## config.mk

```make
export PLATFORM = sky130hd
export DESIGN_NAME = apb_gpio_irq
export DESIGN_NICKNAME = d
export VERILOG_FILES = /design/src/rtl/apb_gpio_irq.sv
export SDC_FILE = /design/constraint.sdc
export NUM_CORES = 1
export LEC_CHECK = 0
export CAP_MARGIN = 20
export CORE_ASPECT_RATIO = 0.8
export CORE_MARGIN = 5
export CORE_UTILIZATION = 42
export CTS_CLUSTER_DIAMETER = 50
export CTS_CLUSTER_SIZE = 20
export DETAILED_ROUTE_END_ITERATION = 16
export PLACE_DENSITY = 0.82
export SYNTH_ARGS = -nofsm -noshare
export SYNTH_HDL_FRONTEND = slang
export SYNTH_SLANG_ARGS = --single-unit
```

## constraint.sdc

```tcl
create_clock -name PCLK -period 1.43 [get_ports PCLK]
set_clock_uncertainty 0.05 [all_clocks]
set_input_delay 0.2145 -clock PCLK [delete_from_list [all_inputs] [get_ports PCLK]]
set_output_delay 0.2145 -clock PCLK [all_outputs]
set_load 0.005 [all_outputs]
```

## src/rtl/apb_gpio_irq.sv

```systemverilog
// APB3 GPIO with per-bit direction, atomic set/clear, synchronised readback
// and sticky rising/falling edge interrupts folded into one level irq line.
module apb_gpio_irq #(
  parameter int WIDTH       = 8,
  parameter int SYNC_STAGES = 2
) (
  input  logic             PCLK,
  input  logic             PRESETn,
  input  logic [4:0]       PADDR,
  input  logic [31:0]      PWDATA,
  input  logic             PWRITE,
  input  logic             PENABLE,
  input  logic             PSEL,
  output logic [31:0]      PRDATA,
  output logic             PREADY,
  output logic             PSLVERR,
  input  logic [WIDTH-1:0] gpio_in,
  output logic [WIDTH-1:0] gpio_out,
  output logic [WIDTH-1:0] gpio_oe,
  output logic             irq
);

  localparam logic [2:0] A_DIR     = 3'd0;
  localparam logic [2:0] A_ODR     = 3'd1;
  localparam logic [2:0] A_IDR     = 3'd2;
  localparam logic [2:0] A_SET     = 3'd3;
  localparam logic [2:0] A_CLR     = 3'd4;
  localparam logic [2:0] A_RISE_EN = 3'd5;
  localparam logic [2:0] A_FALL_EN = 3'd6;
  localparam logic [2:0] A_IPR     = 3'd7;

  logic [WIDTH-1:0] r_dir;
  logic [WIDTH-1:0] r_odr;
  logic [WIDTH-1:0] r_rise_en;
  logic [WIDTH-1:0] r_fall_en;
  logic [WIDTH-1:0] r_ipr;
  logic [WIDTH-1:0] r_prev;
  logic [WIDTH-1:0] r_sync [SYNC_STAGES];
  logic             r_pready;
  logic             r_pslverr;
  logic [31:0]      r_prdata;

  logic [2:0]       w_idx;
  logic             w_access;
  logic             w_rd_load;
  logic             w_commit;
  logic [WIDTH-1:0] w_wdata;
  logic [WIDTH-1:0] w_sync;
  logic [WIDTH-1:0] w_rise;
  logic [WIDTH-1:0] w_fall;
  logic [WIDTH-1:0] w_hit;
  logic [WIDTH-1:0] w_w1c;
  logic [31:0]      w_rdata;
  logic             w_unused;

  assign w_idx    = PADDR[4:2];
  assign w_wdata  = PWDATA[WIDTH-1:0];
  assign w_unused = ^{PWDATA, PADDR[1:0]};

  // The first access cycle loads read data and raises PREADY; the write
  // lands on the edge that closes the PREADY=1 cycle, so a dropped PSEL
  // at any point before then leaves every register untouched.
  assign w_access  = PSEL & PENABLE;
  assign w_rd_load = w_access & ~r_pready;
  assign w_commit  = w_access & PWRITE & r_pready;

  // Input synchroniser; the last stage is the architectural input value.
  // NOTE: sequential state uses non-blocking assignment so every flop
  // samples the pre-edge value of its neighbour, which is what makes a chain.
  always_ff @(posedge PCLK or negedge PRESETn) begin
    if (!PRESETn) begin
      for (int i = 0; i < SYNC_STAGES; i++) r_sync[i] <= '0;
      r_prev <= '0;
    end else begin
      r_sync[0] <= gpio_in;
      for (int i = 1; i < SYNC_STAGES; i++) r_sync[i] <= r_sync[i-1];
      r_prev <= w_sync;
    end
  end

  assign w_sync = r_sync[SYNC_STAGES-1];
  assign w_rise = w_sync & ~r_prev;
  assign w_fall = ~w_sync & r_prev;
  assign w_hit  = (w_rise & r_rise_en) | (w_fall & r_fall_en);
  assign w_w1c  = (w_commit && w_idx == A_IPR) ? w_wdata : '0;

  always_ff @(posedge PCLK or negedge PRESETn) begin
    if (!PRESETn) begin
      r_dir     <= '0;
      r_odr     <= '0;
      r_rise_en <= '0;
      r_fall_en <= '0;
    end else if (w_commit) begin
      case (w_idx)
        A_DIR:     r_dir     <= w_wdata;
        A_ODR:     r_odr     <= w_wdata;
        A_SET:     r_odr     <= r_odr | w_wdata;
        A_CLR:     r_odr     <= r_odr & ~w_wdata;
        A_RISE_EN: r_rise_en <= w_wdata;
        A_FALL_EN: r_fall_en <= w_wdata;
        default:   ;
      endcase
    end
  end

  // OR-ing the hit in after the clear makes a same-cycle event win.
  always_ff @(posedge PCLK or negedge PRESETn) begin
    if (!PRESETn) r_ipr <= '0;
    else          r_ipr <= (r_ipr & ~w_w1c) | w_hit;
  end

  // NOTE: every variable gets a default before the case so no latch is inferred.
  always_comb begin
    w_rdata = '0;
    case (w_idx)
      A_DIR:     w_rdata[WIDTH-1:0] = r_dir;
      A_ODR:     w_rdata[WIDTH-1:0] = r_odr;
      A_IDR:     w_rdata[WIDTH-1:0] = w_sync;
      A_RISE_EN: w_rdata[WIDTH-1:0] = r_rise_en;
      A_FALL_EN: w_rdata[WIDTH-1:0] = r_fall_en;
      A_IPR:     w_rdata[WIDTH-1:0] = r_ipr;
      default:   w_rdata = '0;
    endcase
  end

  always_ff @(posedge PCLK or negedge PRESETn) begin
    if (!PRESETn) begin
      r_pready  <= 1'b0;
      r_pslverr <= 1'b0;
      r_prdata  <= '0;
    end else begin
      r_pready  <= w_rd_load;
      r_pslverr <= w_rd_load & PWRITE & (w_idx == A_IDR);
      if (w_rd_load && !PWRITE) r_prdata <= w_rdata;
    end
  end

  assign PRDATA   = r_prdata;
  assign PREADY   = r_pready;
  assign PSLVERR  = r_pslverr;
  assign gpio_out = r_odr;
  assign gpio_oe  = r_dir;
  assign irq      = |r_ipr;

endmodule

```

==> metrics.md, run 1 <==
| Metric | Value |
|---|---|
| GPL Wtd Cong | `roughly 0.92` |
| Power, Total | `4.69 mW` |
| DP HPWL | `roughly 6000 µm` |
| Fill cells | `~630` |
| PortBufs | `50` |
| Pleak | `approximately 2.3 nW` |
| GRT overflow | `0` |
| Avg Cell Area, Syn | `between 10 and 15 µm²` |
| Sw Pwr | `about 1.2 mW` |
| WL final | `between 9000 and 10000 µm` |
| CP Depth | `3` |
| Clock sinks | `74` |
| Worst-path maximum fanout | `2` |
| Power Dens Cells | `roughly 970 nW/µm²` |
| Hold crit path type | `in -> reg` |
| CP startpoint | `r_ipr[3]` |
| Chip height | `89.4 µm` |
| Worst r2r src | `PREADY` |
| Remaining DRCs | `0` |
| Setup ws final | `-112 ps` |
| Die Area | `9760 µm²` |
| Post-synthesis sequential area ratio | `0.560` |
| Post-route clock period utilization | `1.08` |
| Critical path's slowest cell | `dfrtp_1` |
| Critical path class | `reg -> out` |
| Initial Util | `0.424` |
| Pint | `~3.5 mW` |
| R2r endpoint | `r_rise_en[7]` |
| Worst Path Required | `approximately 1200 ps` |
| Fraction of registers with async set/reset | `1.00` |
| CP startpoint kind | `register` |
| Unrepaired setup endpoints after global routing | `true` |
| Comb power frac | `0.171` |
| Vias per Instance | `between 5 and 6` |
| Peak VDD IR | `a little under 600 µV` |
| Fraction of layout cells with a size suffix above 1 | `0.364` |
| Sw Ratio | `0.259` |
| R2R depth | `4` |
| Iteration-0 DRC Markers | `~160` |
| Final layout net count | `about 450` |
| CTS tree | `done` |
| Core Footprint | `7800 µm²` |
| Die Wd | `around 110 µm` |
| Largest net degree at the start of global routing | `between 70 and 80` |
| CTS Buf Count | `9` |
| Most common cell after layout, fill and taps aside | `dfrtp_1` |
| Row count | `29` |
| Register share of total power | `0.505` |
| Boundary Pins | `101` |
| Vias | `around 2600` |
| Final hold viol count | `0` |
| Fin. max-slew vios | `0` |
| Area Growth Syn to Fin | `45.5%` |
| Outcome | `complete, but fails checks` |
| CP Capture Point | `irq` |
| Max H-tree Level | `3` |
| CP top delay family | `flip-flops` |
| Max Cap Viol | `0` |
| Failing checks | `setup timing` |
| Worst Setup End Kind | `primary output` |
| Number of flops mapped to enable cells by yosys | `0` |
| Antenna violations before repair | `0` |
| Setup Viol. Count Final | `between 40 and 50` |
| Skew-Pair Late Insertion Delay | `350 ps` |
| ANT cells | `0` |
| Most frequent cells in the layout | `dfrtp_1 (74), buf_4 (55), dlygate4sd2_1 (30), mux2_4 (24), conb_1 (24)` |
| Antenna-violating nets left | `0` |
| CTS root buffer | `clkbuf_8` |
| First-pass GRT wire length | `14200 µm` |
| Register bit total from synthesis | `between 70 and 80` |
| DR WL/cell | `between 15 and 20 µm` |
| Synthesized cell area | `around 3300 µm²` |
| CP arrival | `roughly 1300 ps` |
| Yosys warns | `0` |
| Crit path buffers/inverters | `1` |
| Clock buffer depth | `2` |
| Crit path cell chain | `nor4_1 > nand2_1 > buf_2` |
| Fmax | `between 600 and 700 MHz` |
| Synth unique cells | `37` |
| Register-to-register setup slack | `-100 ps` |
| Syn Inst Count | `about 280` |
| Setup TNS | `-2230 ps` |
| Router iterations before antenna repair | `5` |
| Final worst path period need | `1540 ps` |
| Overall Global Routing Usage | `0.197` |
| Synth Flop Type | `dfrtp_1` |
| Critical Path Max Stage Delay | `between 400 and 500 ps` |
| Clock power share | `0.324` |
| Reg clk slew, reported paths | `around 80 ps` |
| Vias in the first global route | `~2800` |
synthesized netlist by cell type, drive strengths merged, types with 4 or more instances:
library cell | n | area share
o211ai | 9 | 0.020
mux2i | 4 | 0.012
dfrtp | 74 | 0.56
buf | 35 | 0.073
a22o | 13 | 0.034
mux2 | 26 | 0.089
nor2 | 6 | 0.0091
o21ai | 20 | 0.030
nand4 | 4 | 0.0095
a22oi | 5 | 0.011
a221oi | 5 | 0.013
nand2 | 25 | 0.028
inv | 9 | 0.010
nand3b | 8 | 0.018
flip-flops by register name (all words and copies together), names as in the netlist:
signal and flops:
PRDATA 8, gpio_oe 8, gpio_out 8, r_fall_en 8, r_ipr 8, r_prev 8, r_rise_en 8, r_sync 8
w_sync 8, PREADY 1, PSLVERR 1
per-stage QoR:
step	hold WS (ps)	instance area, µm²	util	cells	setup WS [ps]
finish	242	4810	0.617	512	-112
global route	209	4810	0.617	512	-157
CTS	227	4700	0.603	510	-127
detailed placement	222	4250	0.545	474	-534
global placement	219	4250	0.545	474	-511
floorplan	-131	3430	-	298	-53.4
power groups by stage:
stage	sequential, mW	clock (mW)	combinational [mW]
after floorplan	2.39	0	0.315
after global placement	2.42	0	0.675
after detailed placement	2.42	0	0.694
after CTS	2.36	1.55	0.771
after global routing	2.39	1.68	0.871
final	2.37	1.52	0.800
logic make-up after synthesis:
kind of cell,count (synthesis),synth area share
flops,74,0.560
compound gates,63,0.141
simple gates,62,0.113
buf+inv,45,0.0840
mux,30,0.101
other cells,1,0.00113
per-layer routing:
layer	vias to the layer above	share of wire	track usage
met3	18	0.085	0.0744
met1	1302	0.42	0.246
met5	-	0	0
met4	0	0.015	0.0498
li1	1202	-	-
met2	125	0.48	0.325
area by class of cell:
cell class	count	area [µm²]	share of cell area
Inverter	9	33.8	0.00702
Sequential cell	74	1850	0.385
Clock inverter	4	25.0	0.00520
Tap cell	108	135	0.0281
Multi-Input combinational cell	179	1480	0.307
Clock buffer	12	165	0.0343
Timing Repair Buffer	126	1120	0.234
how the worst min path moves through the flow:
stage,start,to,slack [ps],cells past startpoint
3_3_place_gp,PRESETn,r_sync[13],220,2
5_1_grt,gpio_in[5],r_sync[13],210,1
6_report,gpio_in[5],r_sync[13],240,1
3_5_place_dp,PRESETn,gpio_out[5],220,2
2_1_floorplan,PRESETn,PRDATA[0],-130,0
4_1_cts,gpio_in[5],r_sync[13],230,1
repair_timing:
item | 4_1_cts | 5_1_grt
endpoints found under the setup margin | 75 | 49
gates resized for setup | 81 | 23
setup buffers | 19 | 1
hold buffers | 1 | 0
cloned | 0 | 1
endpoints found under the hold margin | 74 | 0
pin swaps | 13 | 12
No activity file was read; power rests on OpenSTA's default activity.
==> inputs of run 2 (changes only) <==
- TNS_END_PERCENT: not set -> 1
==> run 2 against run 1 <==
The flow still finishes with violations (setup timing). Fmax down 1.7%. Clock power is 7% lower. Total power is 4.8% lower.
==> metrics.md, run 2 (synthesis gave the netlist of run 1 again) <==
| Metric | Value |
|---|---|
| Failing checks | `setup timing (unchanged)` |
| Setup Viol. Count Final | `40 (was 41)` |
| Row count | `29 (unchanged)` |
| Hold Slack | `240 ps (was 242 ps)` |
| WL final | `8840 µm (was 9110 µm)` |
| Register-to-register setup slack | `-140 ps (was -100 ps)` |
| Worst Path Required | `1620 ps (was 1170 ps)` |
| Post-route clock period utilization | `1.10 (was 1.08)` |
| Die Wd | `109 µm (unchanged)` |
| Fmax | `637 MHz (was 648 MHz)` |
| Boundary Pins | `101 (unchanged)` |
| Fin. max-slew vios | `0 (unchanged)` |
| Antenna violations before repair | `0 (unchanged)` |
| Crit path cell chain | `clkdlybuf4s50_1 > nand4_4 > buf_6 > nor3_4 > buf_6 > nand2_1 > a22o_1 (was nor4_1 > nand2_1 > buf_2)` |
| Clock buffer depth | `2 (unchanged)` |
| Worst r2r src | `PREADY (unchanged)` |
| Vias in the first global route | `2663 (was 2814)` |
| Worst path most repeated cell | `buf_6` |
| Fraction of layout cells with a size suffix above 1 | `0.320 (was 0.364)` |
| DP HPWL | `6350 µm (was 6140 µm)` |
| R2R depth | `6 (was 4)` |
| Final layout net count | `436 (was 449)` |
| Power, Total | `4.46 mW (was 4.69 mW)` |
| Max H-tree Level | `3 (unchanged)` |
| Outcome | `complete, but fails checks (unchanged)` |
| Crit path buffers/inverters | `3 (was 1)` |
| Peak VDD IR | `702 µV (was 592 µV)` |
| Overall Global Routing Usage | `0.186 (was 0.197)` |
| Antenna-violating nets left | `0 (unchanged)` |
| Chip height | `89.4 µm (unchanged)` |
| Max Cap Viol | `0 (unchanged)` |
| Final hold viol count | `0 (unchanged)` |
| Remaining DRCs | `0 (unchanged)` |
| CP startpoint kind | `input pin (was register)` |
| Setup ws final | `-139 ps (was -112 ps)` |
| Iteration-0 DRC Markers | `165 (was 158)` |
| Fin area | `4540 µm² (was 4810 µm²)` |
| Die Area | `9760 µm² (unchanged)` |
| Critical path class | `in -> reg (was reg -> out)` |
| Placed Area | `4220 µm² (was 4250 µm²)` |
| Clock sinks | `74 (unchanged)` |
| Pre-CTS setup slack | `-675 ps (was -534 ps)` |
| Unrepaired setup endpoints after global routing | `true (unchanged)` |
| Critical path's slowest cell | `clkdlybuf4s50_1 (was dfrtp_1)` |
| Critical Path Max Stage Delay | `540 ps (was 410 ps)` |
| Hold path cells | `1 (unchanged)` |
| PortBufs | `50 (unchanged)` |
| First-pass GRT wire length | `13700 µm (was 14200 µm)` |
| Reg clk slew, reported paths | `80 ps (about the same)` |
| Initial Util | `0.424 (unchanged)` |
| Vias | `2623 (was 2647)` |
| Core Footprint | `7800 µm² (unchanged)` |
| ANT cells | `0 (unchanged)` |
| Largest net degree at the start of global routing | `35 (was 75)` |
| Final worst path period need | `1570 ps (was 1540 ps)` |
| Router iterations before antenna repair | `5 (unchanged)` |
| WHS Endpoint | `r_sync[11] (was r_sync[13])` |
| CTS tree | `done (unchanged)` |
| Vias per Instance | `5.26 (was 5.17)` |
| GRT overflow | `0 (unchanged)` |
| Skew-Pair Late Insertion Delay | `350 ps (about the same)` |
| GPL Wtd Cong | `0.921 (was 0.915)` |
| Pleak | `2.16 nW (was 2.29 nW)` |
| CTS Buf Count | `9 (unchanged)` |
| CP arrival | `1760 ps (was 1280 ps)` |
| R2r endpoint | `gpio_out[4] (was r_rise_en[7])` |
| Area Growth Syn to Fin | `37.5% (was 45.5%)` |
| CTS root buffer | `clkbuf_8 (unchanged)` |
| Hold crit path type | `in -> reg (unchanged)` |
| Most frequent cells in the layout | `dfrtp_1 (74), buf_4 (49), dlygate4sd2_1 (28), nand2_1 (24), conb_1 (24) (was dfrtp_1 (74), buf_4 (55), dlygate4sd2_1 (30), mux2_4 (24), conb_1 (24))` |
| DR WL/cell | `17.7 µm (was 17.8 µm)` |
| CP Depth | `7 (was 3)` |
| Power Dens Cells | `982 nW/µm² (was 975 nW/µm²)` |
| CP top delay family | `buffers and inverters (was flip-flops)` |
| Worst-path maximum fanout | `4 (was 2)` |
| Setup TNS | `-3600 ps (was -2230 ps)` |
| HP Start | `gpio_in[3] (was gpio_in[5])` |
| Worst Setup End Kind | `register (was primary output)` |
| Most common cell after layout, fill and taps aside | `dfrtp_1 (unchanged)` |
==> run 2: timing repair <==
action	4_1_cts	5_1_grt
hold endpoints to repair	14	0
buffers inserted	5	3
gates resized for setup	39	34
pin swaps	6	9
hold buffers	1	0
setup endpoints to repair	75	49
==> run 2: worst reg2reg max path: stages (launching register included) <==
cell and delay [ps]:
dfrtp_1 420, nand4_4 160, buf_6 170, nor3_4 260
buf_6 160, nand2_1 60, a22o_1 180
==> run 2: metrics by stage <==
step                       util  instances
after floorplan               -        298
after global placement    0.541        474
after detailed placement  0.541        474
after CTS                 0.566        496
after global routing      0.583        499
final                     0.583        499
==> run 2: how the worst max path moves through the flow <==
stage                     startpoint          end  slack (ps)
after floorplan               PREADY    PRDATA[1]         -60
after global placement      PADDR[3]   gpio_oe[6]        -590
after detailed placement    PADDR[3]   gpio_oe[4]        -680
after CTS                     PREADY  gpio_out[0]        -150
after global routing          PREADY  gpio_out[4]        -220
final                         PWRITE  gpio_out[4]        -140
==> run 2: cell type report <==
| cell class | instances | area, µm² |
|---|---|---|
| timing repair buffer | 113 | 997 |
| clock buffer | 10 | 138 |
| multi-input combinational | 179 | 1360 |
| inverter | 9 | 33.8 |
| fill | 625 | 3260 |
| sequential | 74 | 1850 |
| tap | 108 | 135 |
| clock inverter | 6 | 32.5 |
==> run 2: power by group <==
| part | total, mW | switching [mW] | internal, mW | leakage [nW] |
|---|---|---|---|---|
| Sequential | 2.38 | 0.131 | 2.25 | 0.920 |
| Combinational | 0.671 | 0.303 | 0.368 | 1.15 |
| Clock | 1.41 | 0.746 | 0.660 | 0.0916 |
| Total | 4.46 | 1.18 | 3.28 | 2.16 |
==> run 2: routing by layer <==
layer / up-vias / wire [µm] / GRT usage
met5: - / 0 / 0
met4: 0 / 98 / 0.0691
met3: 14 / 732 / 0.0592
met2: 138 / 4280 / 0.293
met1: 1293 / 3730 / 0.242
li1: 1178 / - / -
==> inputs of run 3 (changes only) <==
- CORE_UTILIZATION: 42 -> 50
- PLACE_DENSITY: 0.82 -> 0.91
- clock period: 1.43 -> 1.96 ns (I/O delays scaled with it)
==> run 3 against run 2 <==
Routed wire length shrank 9.8%. Global-route usage rose by 2.1 points. Die area down 14%. Sequential cell count stayed put. Combinational power down 29%. Sequential power is 27% lower. The run now ends clean. Largest power group unchanged. Register-to-register slack better by 480 ps. Hold slack gained 60 ps. Critical path depth unchanged.
==> metrics.md, run 3 (synthesis gave the netlist of run 1 again) <==
| Metric | Value |
|---|---|
| R2r endpoint | `r_ipr[7] (was gpio_out[4])` |
| Overall Global Routing Usage | `0.207 (was 0.186)` |
| Antenna violations before repair | `0 (unchanged)` |
| DR WL/cell | `17.6 µm (was 17.7 µm)` |
| CTS Buf Count | `9 (unchanged)` |
| Vias in the first global route | `2529 (was 2663)` |
| Power Dens Cells | `765 nW/µm² (was 982 nW/µm²)` |
| Worst path most repeated cell | `buf_4 (was buf_6)` |
| Pleak | `1.91 nW (was 2.16 nW)` |
| Hold crit path type | `reg -> reg (was in -> reg)` |
| Die Wd | `101 µm (was 109 µm)` |
| Most frequent cells in the layout | `dfrtp_1 (74), clkdlybuf4s50_1 (48), buf_4 (35), mux2_2 (26), nand2_1 (25) (was dfrtp_1 (74), buf_4 (49), dlygate4sd2_1 (28), nand2_1 (24), conb_1 (24))` |
| CP startpoint | `PADDR[3] (was PWRITE)` |
| Sw Pwr | `835 µW (was 1.18 mW)` |
| Final hold viol count | `0 (unchanged)` |
| Router iterations before antenna repair | `4 (was 5)` |
| WL final | `7980 µm (was 8840 µm)` |
| CP startpoint kind | `input pin (unchanged)` |
| Crit path cell chain | `clkdlybuf4s50_1 > buf_4 > nor3b_1 > buf_4 > a32oi_1 > nand4_1 > a22o_1 (was clkdlybuf4s50_1 > nand4_4 > buf_6 > nor3_4 > buf_6 > nand2_1 > a22o_1)` |
| Fmax | `between 500 and 600 MHz` |
| Fin. max-slew vios | `0 (unchanged)` |
| R2R depth | `5 (was 6)` |
| Final worst path period need | `1750 ps` |
| Final non-filler cell total | `452 (was 499)` |
| Critical path's slowest cell | `clkdlybuf4s50_1 (unchanged)` |
| GRT overflow | `0 (unchanged)` |
| First-pass GRT wire length | `12800 µm (was 13700 µm)` |
| Sw Ratio | `0.254 (was 0.265)` |
| Register-to-register setup slack | `340 ps (was -140 ps)` |
| Clock power share | `0.325 (was 0.315)` |
| Setup ws final | `206 ps (was -139 ps)` |
| Vias | `2494 (was 2623)` |
| Power, Total | `3.28 mW (was 4.46 mW)` |
| Peak VDD IR | `481 µV (was 702 µV)` |
| Pre-CTS setup slack | `-135 ps (was -675 ps)` |
| Remaining DRCs | `0 (unchanged)` |
| CTS tree | `done (unchanged)` |
| Max H-tree Level | `3 (unchanged)` |
| CTS root buffer | `clkbuf_8 (unchanged)` |
| Reg clk slew, reported paths | `70 ps (was 80 ps)` |
| Boundary Pins | `101 (unchanged)` |
| CP Capture Point | `PRDATA[2] (was gpio_out[4])` |
| Worst Path Required | `2150 ps (was 1620 ps)` |
| Fraction of layout cells with a size suffix above 1 | `0.242 (was 0.320)` |
| Chip height | `82.7 µm (was 89.4 µm)` |
| Skew-Pair Late Insertion Delay | `350 ps (about the same)` |
| Worst-path maximum fanout | `7 (was 4)` |
| Final layout net count | `413 (was 436)` |
| Vias per Instance | `5.52 (was 5.26)` |
| Worst Setup End Kind | `register (unchanged)` |
| Largest net degree at the start of global routing | `75 (was 35)` |
| Clock buffer depth | `2 (unchanged)` |
| Placed insts | `434 (was 474)` |
| PortBufs | `50 (unchanged)` |
| Pint | `2.45 mW (was 3.28 mW)` |
| Setup Viol. Count Final | `0 (was 40)` |
| DP HPWL | `5850 µm (was 6350 µm)` |
| Hold Slack | `300 ps (was 240 ps)` |
| Unrepaired setup endpoints after global routing | `false (was true)` |
| Comb power frac | `0.146 (was 0.150)` |
| Clock sinks | `74 (unchanged)` |
| Post-route clock period utilization | `0.895` |
| Die Area | `8350 µm² (was 9760 µm²)` |
| Register share of total power | `0.529 (was 0.534)` |
| Max Cap Viol | `0 (unchanged)` |
| Antenna-violating nets left | `0 (unchanged)` |
| Row count | `26 (was 29)` |
| Most common cell after layout, fill and taps aside | `dfrtp_1 (unchanged)` |
| Critical path class | `in -> reg (unchanged)` |
| Area Growth Syn to Fin | `29.8% (was 37.5%)` |
| CP arrival | `1950 ps (was 1760 ps)` |
| Initial Util | `0.516 (was 0.424)` |
| Core Footprint | `6410 µm² (was 7800 µm²)` |
| ANT cells | `0 (unchanged)` |
| Critical Path Max Stage Delay | `630 ps (was 540 ps)` |
| GPL Wtd Cong | `0.933 (was 0.921)` |
| Outcome | `completed (was complete, but fails checks)` |
| Worst r2r src | `PREADY (unchanged)` |
| Iteration-0 DRC Markers | `171 (was 165)` |
-- run 3: cell types whose count changed in the layout (fill, tap and decap cells not counted), moves of 2 or more --
cell,before,now
dlygate4sd2_1,28,0
buf_4,49,35
mux2_4,6,0
o21ai_0,12,20
o21ai_2,7,0
buf_6,11,0
mux2_2,20,26
buf_12,2,4
clkinv_2,5,2
clkdlybuf4s50_1,19,48
-- run 3: stage by stage --
step | instance area [µm²] | util | setup TNS (ps)
2_1_floorplan | 3390 | - | 0
3_3_place_gp | 4080 | 0.637 | -1730
3_5_place_dp | 4080 | 0.637 | -2650
4_1_cts | 4280 | 0.668 | 0
5_1_grt | 4290 | 0.670 | 0
6_report | 4290 | 0.670 | 0
-- run 3: area by class of cell --
class	instances	area (µm²)
Clock inverter	4	26.3
Multi-Input combinational cell	179	1270
Tap cell	84	105
Inverter	9	33.8
Fill cell	456	2120
Sequential cell	74	1850
Clock buffer	12	155
Timing Repair Buffer	90	851
-- run 3: worst min path at each step --
| stage | start | to | slack (ps) | cells after the start |
|---|---|---|---|---|
| 2_1_floorplan | PRESETn | PRDATA[0] | -50 | 0 |
| 3_3_place_gp | r_sync[8] | w_sync[0] | 280 | 0 |
| 3_5_place_dp | r_sync[14] | w_sync[6] | 290 | 0 |
| 4_1_cts | r_sync[13] | w_sync[5] | 300 | 0 |
| 5_1_grt | gpio_in[6] | r_sync[14] | 300 | 1 |
| 6_report | r_sync[13] | w_sync[5] | 300 | 0 |
-- run 3: per-layer routing --
layer,wire (µm),up-vias,GRT usage,part of all wire
met3,882,16,0.0890,0.11
met5,0,-,0,0
met2,3790,121,0.327,0.48
met4,171,0,0.0823,0.021
met1,3130,1228,0.253,0.39
li1,-,1129,-,-
-- run 3: power groups by stage --
stage                     Clock (mW)  Sequential, mW  Combinational (mW)
after CTS                       1.09            1.73               0.482
after global placement             0            1.76               0.458
after global routing            1.16            1.75               0.524
after floorplan                    0            1.74               0.224
after detailed placement           0            1.76               0.475
final                           1.07            1.74               0.479
-- run 3: repair_timing --
item | in CTS | in global routing
pin swaps | 1 | 1
gates resized for setup | 0 | 2
setup endpoints to repair | 1 | 1
endpoints found under the hold margin | 74 | 0
hold buffers | 1 | 0
setup buffers | 1 | 0
-- run 3: critical path: cells and delay by family --
kind / cells / cell delay, ps
compound gates: 2 / 400
buf+inv: 3 / 1000
simple gates: 2 / 250
